[src/rtl/skinny_sbox8_row_sequencer.sv]
// Feeds a 32-bit masked row byte by byte through an external masked sbox8 and reassembles the result.
// Optional macro SKINNY_SBOX_PRECHARGE_EN inserts a one-cycle all-zero CLEAR between bytes.
module skinny_sbox8_row_sequencer #(
   parameter int unsigned HOLD_CYCLES = 8
) (
   input  logic        clk,
   input  logic        rst,
   input  logic        in_valid,
   output logic        in_ready,
   input  logic [31:0] row_s0,
   input  logic [31:0] row_s1,
   input  logic [15:0] rnd,
   output logic [7:0]  sbox_si0,
   output logic [7:0]  sbox_si1,
   output logic [15:0] sbox_r,
   input  logic [7:0]  sbox_bo0,
   input  logic [7:0]  sbox_bo1,
   output logic [31:0] out_s0,
   output logic [31:0] out_s1,
   output logic        out_valid,
   input  logic        out_ready
);

   localparam int unsigned CW = (HOLD_CYCLES > 1) ? $clog2(HOLD_CYCLES) : 1;

   typedef enum logic [1:0] {
      IDLE  = 2'd0,
      HOLD  = 2'd1,
`ifdef SKINNY_SBOX_PRECHARGE_EN
      CLEAR = 2'd2,
`endif
      DONE  = 2'd3
   } state_t;

   state_t        state, state_nxt;
   logic [1:0]    idx;
   logic [1:0]    nidx;
   logic [CW-1:0] cnt;
   logic [31:0]   row0, row1;
   logic          last_hold;

   assign last_hold = (state == HOLD) && (cnt == CW'(HOLD_CYCLES - 1));
   assign nidx      = idx + 2'd1;

   always_ff @(posedge clk) begin
      if (rst) state <= IDLE;
      else     state <= state_nxt;
   end

   always_comb begin
      state_nxt = state;
      case (state)
         IDLE: if (in_valid) state_nxt = HOLD;
         HOLD: begin
            if (last_hold) begin
               if (idx == 2'd3) state_nxt = DONE;
`ifdef SKINNY_SBOX_PRECHARGE_EN
               else             state_nxt = CLEAR;
`else
               else             state_nxt = HOLD;
`endif
            end
         end
`ifdef SKINNY_SBOX_PRECHARGE_EN
         CLEAR: state_nxt = HOLD;
`endif
         DONE: if (out_ready) state_nxt = IDLE;
         default: state_nxt = IDLE;
      endcase
   end

   always_comb begin
      in_ready  = (state == IDLE);
      out_valid = (state == DONE);
   end

   // Share 0 and share 1 travel through disjoint registers and muxes only.
   always_ff @(posedge clk) begin
      if (rst) begin
         row0     <= '0;
         row1     <= '0;
         sbox_si0 <= '0;
         sbox_si1 <= '0;
         sbox_r   <= '0;
         out_s0   <= '0;
         out_s1   <= '0;
         idx      <= '0;
         cnt      <= '0;
      end else begin
         case (state)
            IDLE: begin
               if (in_valid) begin
                  row0     <= row_s0;
                  row1     <= row_s1;
                  sbox_si0 <= row_s0[7:0];
                  sbox_si1 <= row_s1[7:0];
                  sbox_r   <= rnd;
                  idx      <= '0;
                  cnt      <= '0;
               end
            end
            HOLD: begin
               if (last_hold) begin
                  out_s0[{idx, 3'b000} +: 8] <= sbox_bo0;
                  out_s1[{idx, 3'b000} +: 8] <= sbox_bo1;
                  if (idx != 2'd3) begin
                     idx <= nidx;
                     cnt <= '0;
`ifdef SKINNY_SBOX_PRECHARGE_EN
                     sbox_si0 <= '0;
                     sbox_si1 <= '0;
                     sbox_r   <= '0;
`else
                     sbox_si0 <= row0[{nidx, 3'b000} +: 8];
                     sbox_si1 <= row1[{nidx, 3'b000} +: 8];
                     sbox_r   <= rnd;
`endif
                  end
               end else begin
                  cnt <= cnt + CW'(1);
               end
            end
`ifdef SKINNY_SBOX_PRECHARGE_EN
            // idx already points at the byte to load after the precharge cycle.
            CLEAR: begin
               sbox_si0 <= row0[{idx, 3'b000} +: 8];
               sbox_si1 <= row1[{idx, 3'b000} +: 8];
               sbox_r   <= rnd;
               cnt      <= '0;
            end
`endif
            default: ;
         endcase
      end
   end

endmodule

[config.mk]
export PLATFORM = sky130hd
export DESIGN_NAME = skinny_sbox8_row_sequencer
export DESIGN_NICKNAME = d
export VERILOG_FILES = /design/src/rtl/skinny_sbox8_row_sequencer.sv
export SDC_FILE = /design/constraint.sdc
export NUM_CORES = 1
export LEC_CHECK = 0
export CAP_MARGIN = 20
export CORE_ASPECT_RATIO = 1.2
export CORE_MARGIN = 3
export CORE_UTILIZATION = 51
export DETAILED_ROUTE_END_ITERATION = 10
export GPL_TIMING_DRIVEN = 1
export PLACE_DENSITY_LB_ADDON = 0.05
export SYNTH_ARGS = -nofsm -noshare
export SYNTH_HDL_FRONTEND = slang
export SYNTH_SLANG_ARGS = --single-unit
[constraint.sdc]
create_clock -name clk -period 4.04 [get_ports clk]
set_input_delay 0.606 -clock clk [delete_from_list [all_inputs] [get_ports clk]]
set_output_delay 0.606 -clock clk [all_outputs]
set_load 0.02 [all_outputs]
==> results of run 1 <==
final timing paths:
path / from / cells after the start / to
max: state[1]$_SDFFE_PP0P_ / 3 / out_valid
min: out_s1[19]$_SDFFE_PP0P_ / 2 / out_s1[19]$_SDFFE_PP0P_
max reg2reg: idx[0]$_SDFFE_PP0P_ / 6 / out_s0[28]$_SDFFE_PP0P_
min reg2reg: out_s1[19]$_SDFFE_PP0P_ / 2 / out_s1[19]$_SDFFE_PP0P_
per-stage QoR:
| stage | utilization (%) | cells | power, mW | area [sq um] | hold slack [ns] |
|---|---|---|---|---|---|
| 4_1_cts | 71.7 | 1123 | 3.79 | 9160 | 0.453 |
| 5_1_grt | 71.7 | 1123 | 3.90 | 9160 | 0.461 |
| 3_5_place_dp | 67.1 | 1092 | 2.19 | 8570 | 0.445 |
| 2_1_floorplan | - | 790 | 2.00 | 6720 | 0.436 |
| 3_3_place_gp | 67.1 | 1092 | 2.18 | 8570 | 0.440 |
| 6_report | 71.7 | 1123 | 3.78 | 9160 | 0.450 |
placed cells by master, fill, tap and decap left out, types with 4 or more instances in the layout:
| cell type | count |
|---|---|
| a21oi_1 | 132 |
| a22o_1 | 16 |
| buf_4 | 7 |
| clkbuf_16 | 17 |
| clkdlybuf4s50_1 | 196 |
| clkinv_4 | 4 |
| dfxtp_1 | 166 |
| ha_1 | 7 |
| mux2i_1 | 32 |
| nand2_1 | 212 |
| nand2b_1 | 4 |
| nand3_1 | 54 |
| nor2_1 | 24 |
| o21a_1 | 16 |
| o22ai_1 | 16 |
| o32ai_1 | 16 |
power groups by stage:
stage / combinational [mW] / clock [mW] / sequential [mW]
CTS: 0.411 / 1.63 / 1.75
floorplan: 0.206 / 0 / 1.80
global route: 0.443 / 1.70 / 1.76
global placement: 0.399 / 0 / 1.78
detailed placement: 0.408 / 0 / 1.78
finish: 0.411 / 1.62 / 1.75
layout make-up:
class	count	area, sq um
Fill cell	1027	3620
Sequential cell	167	3340
Multi-Input combinational cell	555	3000
Timing Repair Buffer	203	2010
Clock buffer	20	437
Tap cell	164	205
Clock inverter	11	153
Inverter	3	11.3
worst max-delay path, delay by kind of cell (launching register included):
kind	cells	cell delay [ns]
AND/OR/NAND/NOR	1	0.15
buffers and inverters	2	0.94
flip-flops	1	0.77
cell families after synthesis:
group,after synthesis,synth area share [%]
and+or+nand+nor,312,19.9
AOI/OAI and AO/OA,203,18.4
DFF,167,49.7
buffers and inverters,68,5.71
muxes,33,4.93
adders and majority gates,7,1.30
metal layers:
metal  vias to the layer above  global-route usage [%]  routed length [microns]
met3                        33                    4.87                      985
li1                       3022                       -                        -
met5                         -                       0                        0
met4                         0                    9.10                      395
met1                      2925                    29.8                     7760
met2                       238                    43.9                     9660
state kept, by name, summed over array words and instances (netlist names):
signal and flops:
cnt 3, idx 2, out_s0 32, out_s1 32, row0 32, row1 32, sbox_r 16, sbox_si0 8
sbox_si1 8, state 2
==> impl_metrics.ini, run 1 <==
[status]
status = complete, no violations

[worst_hold_path]
hp-class = reg2reg

[synthesis]
ys_seq_elements = 167
synth-edff-count = 0
synth_nets = 897
synth_cell_type_count = 42
synth_most_common_cell = nand2_1
synth_largest_area_cell = dfxtp_1
yosys_warnings = 0
async_reset_ff_share_pct = 0
synth_flop_cell = dfxtp_1
synthTopCellsByArea = dfxtp_1 50%, nand2_1 12%, a21oi_1 9.8%
ys_seq_area_share_pct = 49.7
syn_inst = 790
yosysTopAreaCellShare_pct = 49.7
synth_commonest_cells = 212 x nand2_1, 167 x dfxtp_1, 132 x a21oi_1
netlist_area_sq_um = 6720
synth_area_per_cell_sq_um = 8.51

[clock_tree]
clock_sinks = 167
h-tree-depth = 4
ctsResizeCount = 0
cts_hold_buf = 0
clock_latency_ns = 0.42
cts_buffers = 17
cts_setup_buffers = 0
cts_root_buffer = clkbuf_16
clockBufferDepth = 2
path_clk_slew_ns = 0.06
cts_tree = done

[detailed_routing]
drt_iter0_drc = 441
drtPass1Iterations = 5
wl_mm = 18.8
drc = 0
wl_per_cell_microns = 16.7
ant_nets = 0
vias = 6218
via_per_inst = 5.54

[power]
power_frac_clock_pct = 42.8
pwr-share-comb_pct = 10.9
p_leak_nw = 3.14
p_sw_mw = 0.901
p_seq_share_pct = 46.3
p_int_mw = 2.88
swShare_pct = 23.8
power_density_nw_per_um2 = 412
peakVddDrop_uv = 294

[timing]
finalHoldViolCount = 0
final_max_slew_viol_count = 0
fin_ws_ns = 1.14
fmax_mhz = 345
tns_ns = 0
grt_setup_unrepaired = no
fin_crit_sh_pct = 71.7
fin_worst_skew_ns = 0.00600
final.min_clock_period_ns = 2.90
relSlewSlack_pct = 35.7
setup_viol = 0
tightestPinTransition_ns = 0.960

[critical_path]
critPathArrivalTime_ns = 2.29
slowest_delay_ns = 0.77
crit_type = reg2out
crit_path_end_kind = output port
crit_slowest_cell = dfxtp_1
critical_path_required_ns = 3.43
crit_chain = buf_4 -> and2_1 -> clkdlybuf4s50_1
cp_max_fo = 16
rrSetupSlack_ns = 1.20
start_kind = flip-flop

[die]
die_h_microns = 132
start_util_pct = 52.6
die_w_microns = 111
core_area_sq_um = 12800
io_pins = 198
dieArea_sq_um = 14600
rows = 45

[grt]
grt_pass1_vias = 5947
grt_max_degree = 93
gr-total-overflow = 0
track_usage_pct = 24.8
antenna_found_initial = 0
grt_pass1_wl_mm = 30.0

[placed_design]
hpwl_mm = 13.2
dpl_worst_slack_ns = 1.27
finalWeightedCongestion = 0.819
portBuffers = 197

[job]
cap_violations = 0

[finish]
area_growth_pct = 36.2
antennaDiodeCount = 0
drive_gt1_share_pct = 5.01
layout.nets = 1054
Note: power is estimated with default switching activity, not from simulation.
==> run 2, diff against run 1 <==
--- a/config.mk
+++ b/config.mk
@@ -8,7 +8,7 @@
 export CAP_MARGIN = 20
 export CORE_ASPECT_RATIO = 1.2
 export CORE_MARGIN = 3
-export CORE_UTILIZATION = 51
+export CORE_UTILIZATION = 43
 export DETAILED_ROUTE_END_ITERATION = 10
 export GPL_TIMING_DRIVEN = 1
 export PLACE_DENSITY_LB_ADDON = 0.05
==> constraint.sdc (replaced) <==
create_clock -name clk -period 2.6 [get_ports clk]
set_input_delay 0.39 -clock clk [delete_from_list [all_inputs] [get_ports clk]]
set_output_delay 0.39 -clock clk [all_outputs]
set_load 0.02 [all_outputs]
==> run 2 against run 1 <==
Setup slack worse by 0.88 ns. Largest power group unchanged. Critical path depth shrank 1. Total power is 58% higher. Routed wire length rose by 0.66%. Via count down 1.3%. Clock power up 60%. Global-route usage down 3.0 points.
==> impl_metrics.ini, run 2 (synthesized netlist as in run 1, its figures left out) <==
[job]
cap_violations = 0

[critical_path]
critical_path_required_ns = 2.21
slowest_delay_ns = 0.70
start_kind = flip-flop
crit_type = reg2out
cp_max_fo = 12
crit_chain = and2_1 -> clkdlybuf4s50_1
critPathArrivalTime_ns = 1.95
crit_path_end_kind = output port
crit_slowest_cell = dfxtp_1

[die]
die_h_microns = 143
rows = 49
start_util_pct = 44.4
die_w_microns = 120
io_pins = 198
core_area_sq_um = 15100
dieArea_sq_um = 17200

[finish]
final_area_sq_um = 9340
layout.nets = 1064
drive_gt1_share_pct = 6.29
area_growth_pct = 38.9
instances_no_fill = 1174
layout_commonest_cell = nand2_1
final_cell_mix = 212 x nand2_1, 196 x clkdlybuf4s50_1, 166 x dfxtp_1
antennaDiodeCount = 0

[grt]
gr-total-overflow = 0
grt_pass1_vias = 6044
track_usage_pct = 21.8
grt_pass1_wl_mm = 29.8
antenna_found_initial = 0
grt_max_degree = 108

[clock_tree]
cts_root_buffer = clkbuf_16
cts_buffers = 17
clock_latency_ns = 0.42
cts_tree = done
path_clk_slew_ns = 0.06
clockBufferDepth = 2
cts_hold_buf = 0
ctsResizeCount = 0
clock_sinks = 167
h-tree-depth = 4
cts_setup_buffers = 0

[timing]
final_max_slew_viol_count = 0
fin_worst_skew_ns = 0.00740
relSlewSlack_pct = 53.5
hold_slack_ns = 0.427
final.min_clock_period_ns = 2.34
tns_ns = 0
fin_crit_sh_pct = 89.9
fin_ws_ns = 0.264
finalHoldViolCount = 0
fmax_mhz = 428
grt_setup_unrepaired = no
setup_viol = 0
tightestPinTransition_ns = 0.698

[power]
peakVddDrop_uv = 408
power_density_nw_per_um2 = 638
p_leak_nw = 3.23

[detailed_routing]
vias = 6138
drc = 0
ant_nets = 0
via_per_inst = 5.23
drtPass1Iterations = 6
wl_per_cell_microns = 16.1
wl_mm = 18.9
drt_iter0_drc = 319

[placed_design]
finalWeightedCongestion = 0.800
dpl_worst_slack_ns = 0.470
dp.cells = 1142
hpwl_mm = 13.3
portBuffers = 197
post_dp_cell_area_sq_um = 8720

[status]
status = complete, no violations

[worst_hold_path]
hp-class = in2reg
==> run 2: critical path, delay by kind of cell (launching register included) <==
family | cells | cell delay [ns]
AND/OR/NAND/NOR | 1 | 0.21
flip-flops | 1 | 0.70
buffers and inverters | 1 | 0.61
==> run 2: worst paths after layout <==
check / startpoint / endpoint / slack, ns / cells past startpoint
setup / recovery: state[1]$_SDFFE_PP0P_ / out_valid / 0.26 / 2
hold / removal: rst / cnt[2]$_SDFFE_PP0P_ / 0.43 / 2
setup reg to reg: idx[0]$_SDFFE_PP0P_ / out_s0[13]$_SDFFE_PP0P_ / 0.46 / 5
hold reg to reg: out_s0[6]$_SDFFE_PP0P_ / out_s0[6]$_SDFFE_PP0P_ / 0.45 / 2
==> run 2: per-stage QoR <==
step,utilization [%],power [mW]
floorplan,-,3.11
global placement,57.6,3.41
detailed placement,57.6,3.43
CTS,61.7,6.00
global route,61.7,6.17
finish,61.7,5.95
==> run 2: area by class of cell <==
type | count | area [sq um]
Clock inverter | 11 | 148
Tap cell | 204 | 255
Sequential cell | 167 | 3340
Timing Repair Buffer | 213 | 2110
Clock buffer | 21 | 470
Multi-Input combinational cell | 555 | 3000
Inverter | 3 | 11.3
Fill cell | 1393 | 5800
==> run 2: report_power, final <==
part	switching (mW)	internal (mW)	total [mW]	leakage [nW]
clock network	0.997	1.59	2.59	0.303
logic	0.341	0.320	0.661	1.56
registers	0.0545	2.65	2.71	1.36
total	1.39	4.56	5.95	3.23
==> run 2: routing by layer <==
metal / part of all wire, % / up-vias / track usage (%)
li1: - / 3040 / -
met1: 41 / 2855 / 25.5
met2: 50 / 205 / 38.6
met3: 5.5 / 38 / 4.20
met4: 2.7 / 0 / 9.77
met5: 0 / - / 0
==> run 3, diff against run 2 <==
--- a/config.mk
+++ b/config.mk
@@ -6,9 +6,11 @@
 export NUM_CORES = 1
 export LEC_CHECK = 0
 export CAP_MARGIN = 20
+export CELL_PAD_IN_SITES_DETAIL_PLACEMENT = 0
+export CELL_PAD_IN_SITES_GLOBAL_PLACEMENT = 1
 export CORE_ASPECT_RATIO = 1.2
 export CORE_MARGIN = 3
-export CORE_UTILIZATION = 43
+export CORE_UTILIZATION = 31
 export DETAILED_ROUTE_END_ITERATION = 10
 export GPL_TIMING_DRIVEN = 1
 export PLACE_DENSITY_LB_ADDON = 0.05
==> run 3 against run 2 <==
First-iteration DRC count down 24%. Register-to-register slack about the same. Combinational power up 1%. Total power about the same.
==> impl_metrics.ini, run 3 (synthesized netlist as in run 1, its figures left out) <==
[status]
status = complete, no violations

[clock_tree]
cts_tree = done
path_clk_slew_ns = 0.07
h-tree-depth = 4
cts_hold_buf = 0
clock_latency_ns = 0.43
clockBufferDepth = 2
clock_sinks = 167
ctsResizeCount = 0
cts_buffers = 17
cts_setup_buffers = 0
cts_root_buffer = clkbuf_16

[critical_path]
critPathArrivalTime_ns = 1.88
r2r_cells = 4
crit_type = reg2out
start_kind = flip-flop
cp_max_fo = 12
critical_path_required_ns = 2.21
crit_path_end_kind = output port

[detailed_routing]
vias = 6125
drc = 0
drt_iter0_drc = 244
wl_per_cell_microns = 16.7
via_per_inst = 4.92
ant_nets = 0
drtPass1Iterations = 4
wl_mm = 20.8

[worst_hold_path]
hold_path_depth = 2
hp-class = in2reg

[timing]
final.min_clock_period_ns = 2.27
final_max_slew_viol_count = 0
setup_viol = 0
finalHoldViolCount = 0
relSlewSlack_pct = 48.5
tightestPinTransition_ns = 0.770
fin_crit_sh_pct = 87.4
fin_worst_skew_ns = 0.00982
fmax_mhz = 440
tns_ns = 0
fin_ws_ns = 0.327
grt_setup_unrepaired = no

[power]
pwr-share-comb_pct = 11.2
p_sw_mw = 1.51
peakVddDrop_uv = 477
swShare_pct = 25.3
p_int_mw = 4.45
power_density_nw_per_um2 = 631
power_frac_clock_pct = 43.3
p_seq_share_pct = 45.5
p_leak_nw = 3.24

[die]
io_pins = 198
dieArea_sq_um = 23500
die_h_microns = 167
die_w_microns = 140
rows = 58
core_area_sq_um = 21100
start_util_pct = 31.8

[placed_design]
portBuffers = 197
hpwl_mm = 14.7
dpl_worst_slack_ns = 0.354
finalWeightedCongestion = 0.778

[finish]
layout.nets = 1068
drive_gt1_share_pct = 6.67
final_cell_mix = 212 x nand2_1, 196 x clkdlybuf4s50_1, 166 x dfxtp_1
seqCellArea_sq_um = 3340
multi_input_area_sq_um = 3000
layout_commonest_cell = nand2_1
antennaDiodeCount = 0
nFillCells = 2109
final_core_util_pct = 44.7
area_growth_pct = 40.4

[grt]
track_usage_pct = 17.7
grt_pass1_wl_mm = 33.6
gr-total-overflow = 0
antenna_found_initial = 0
grt_max_degree = 118
grt_pass1_vias = 6269

[job]
cap_violations = 0
## run 3: cell types whose count changed in the layout (fill, tap and decap cells not counted), sizes merged
cell,delta
buf,+4
inv,+6
clkinv,-2
clkbuf,-2
bufinv,-1
clkinvlp,-1
## run 3: path summary, 6_finish.rpt
check                     startpoint                      end  slack, ns
max            state[0]$_SDFFE_PP0P_                out_valid       0.33
min                              rst  out_s0[21]$_SDFFE_PP0P_       0.40
max reg2reg    state[0]$_SDFFE_PP0P_  out_s0[18]$_SDFFE_PP0P_       0.45
min reg2reg  out_s0[20]$_SDFFE_PP0P_  out_s0[20]$_SDFFE_PP0P_       0.45
## run 3: cell type report
class	count	area share (%)
clock buffers	19	4.69
well taps	270	3.58
flip-flops and latches	167	35.4
multi-input cells	555	31.7
repair buffers	217	22.7
clock inverters	13	1.71
inverters	3	0.119
## run 3: routing by layer
metal,GRT usage (%),share of wire (%),vias to the layer above,routed length [microns]
li1,-,-,3054,-
met1,21.6,43,2883,8970
met2,31.3,51,162,10500
met3,3.06,4.7,26,975
met4,6.07,1.7,0,352
met5,0,0,-,0
## run 3: critical path, cell delays in order (launching register included)
cell             delay (ns)
dfxtp_1                0.64
and2_1                 0.21
clkdlybuf4s50_1        0.60
## run 3: per-stage QoR
step / area [sq um] / hold slack [ns] / instances / power (mW)
2_1_floorplan: 6720 / 0.436 / 790 / 3.11
3_3_place_gp: 8830 / 0.437 / 1212 / 3.43
3_5_place_dp: 8830 / 0.445 / 1212 / 3.44
4_1_cts: 9440 / 0.386 / 1244 / 6.03
5_1_grt: 9440 / 0.417 / 1244 / 6.20
6_report: 9440 / 0.401 / 1244 / 5.95
## run 3: power by group through the flow
stage	Combinational (mW)	Clock, mW	Sequential, mW
floorplan	0.320	0	2.79
global placement	0.667	0	2.77
detailed placement	0.677	0	2.77
CTS	0.679	2.64	2.71
global route	0.730	2.75	2.72
finish	0.668	2.58	2.71
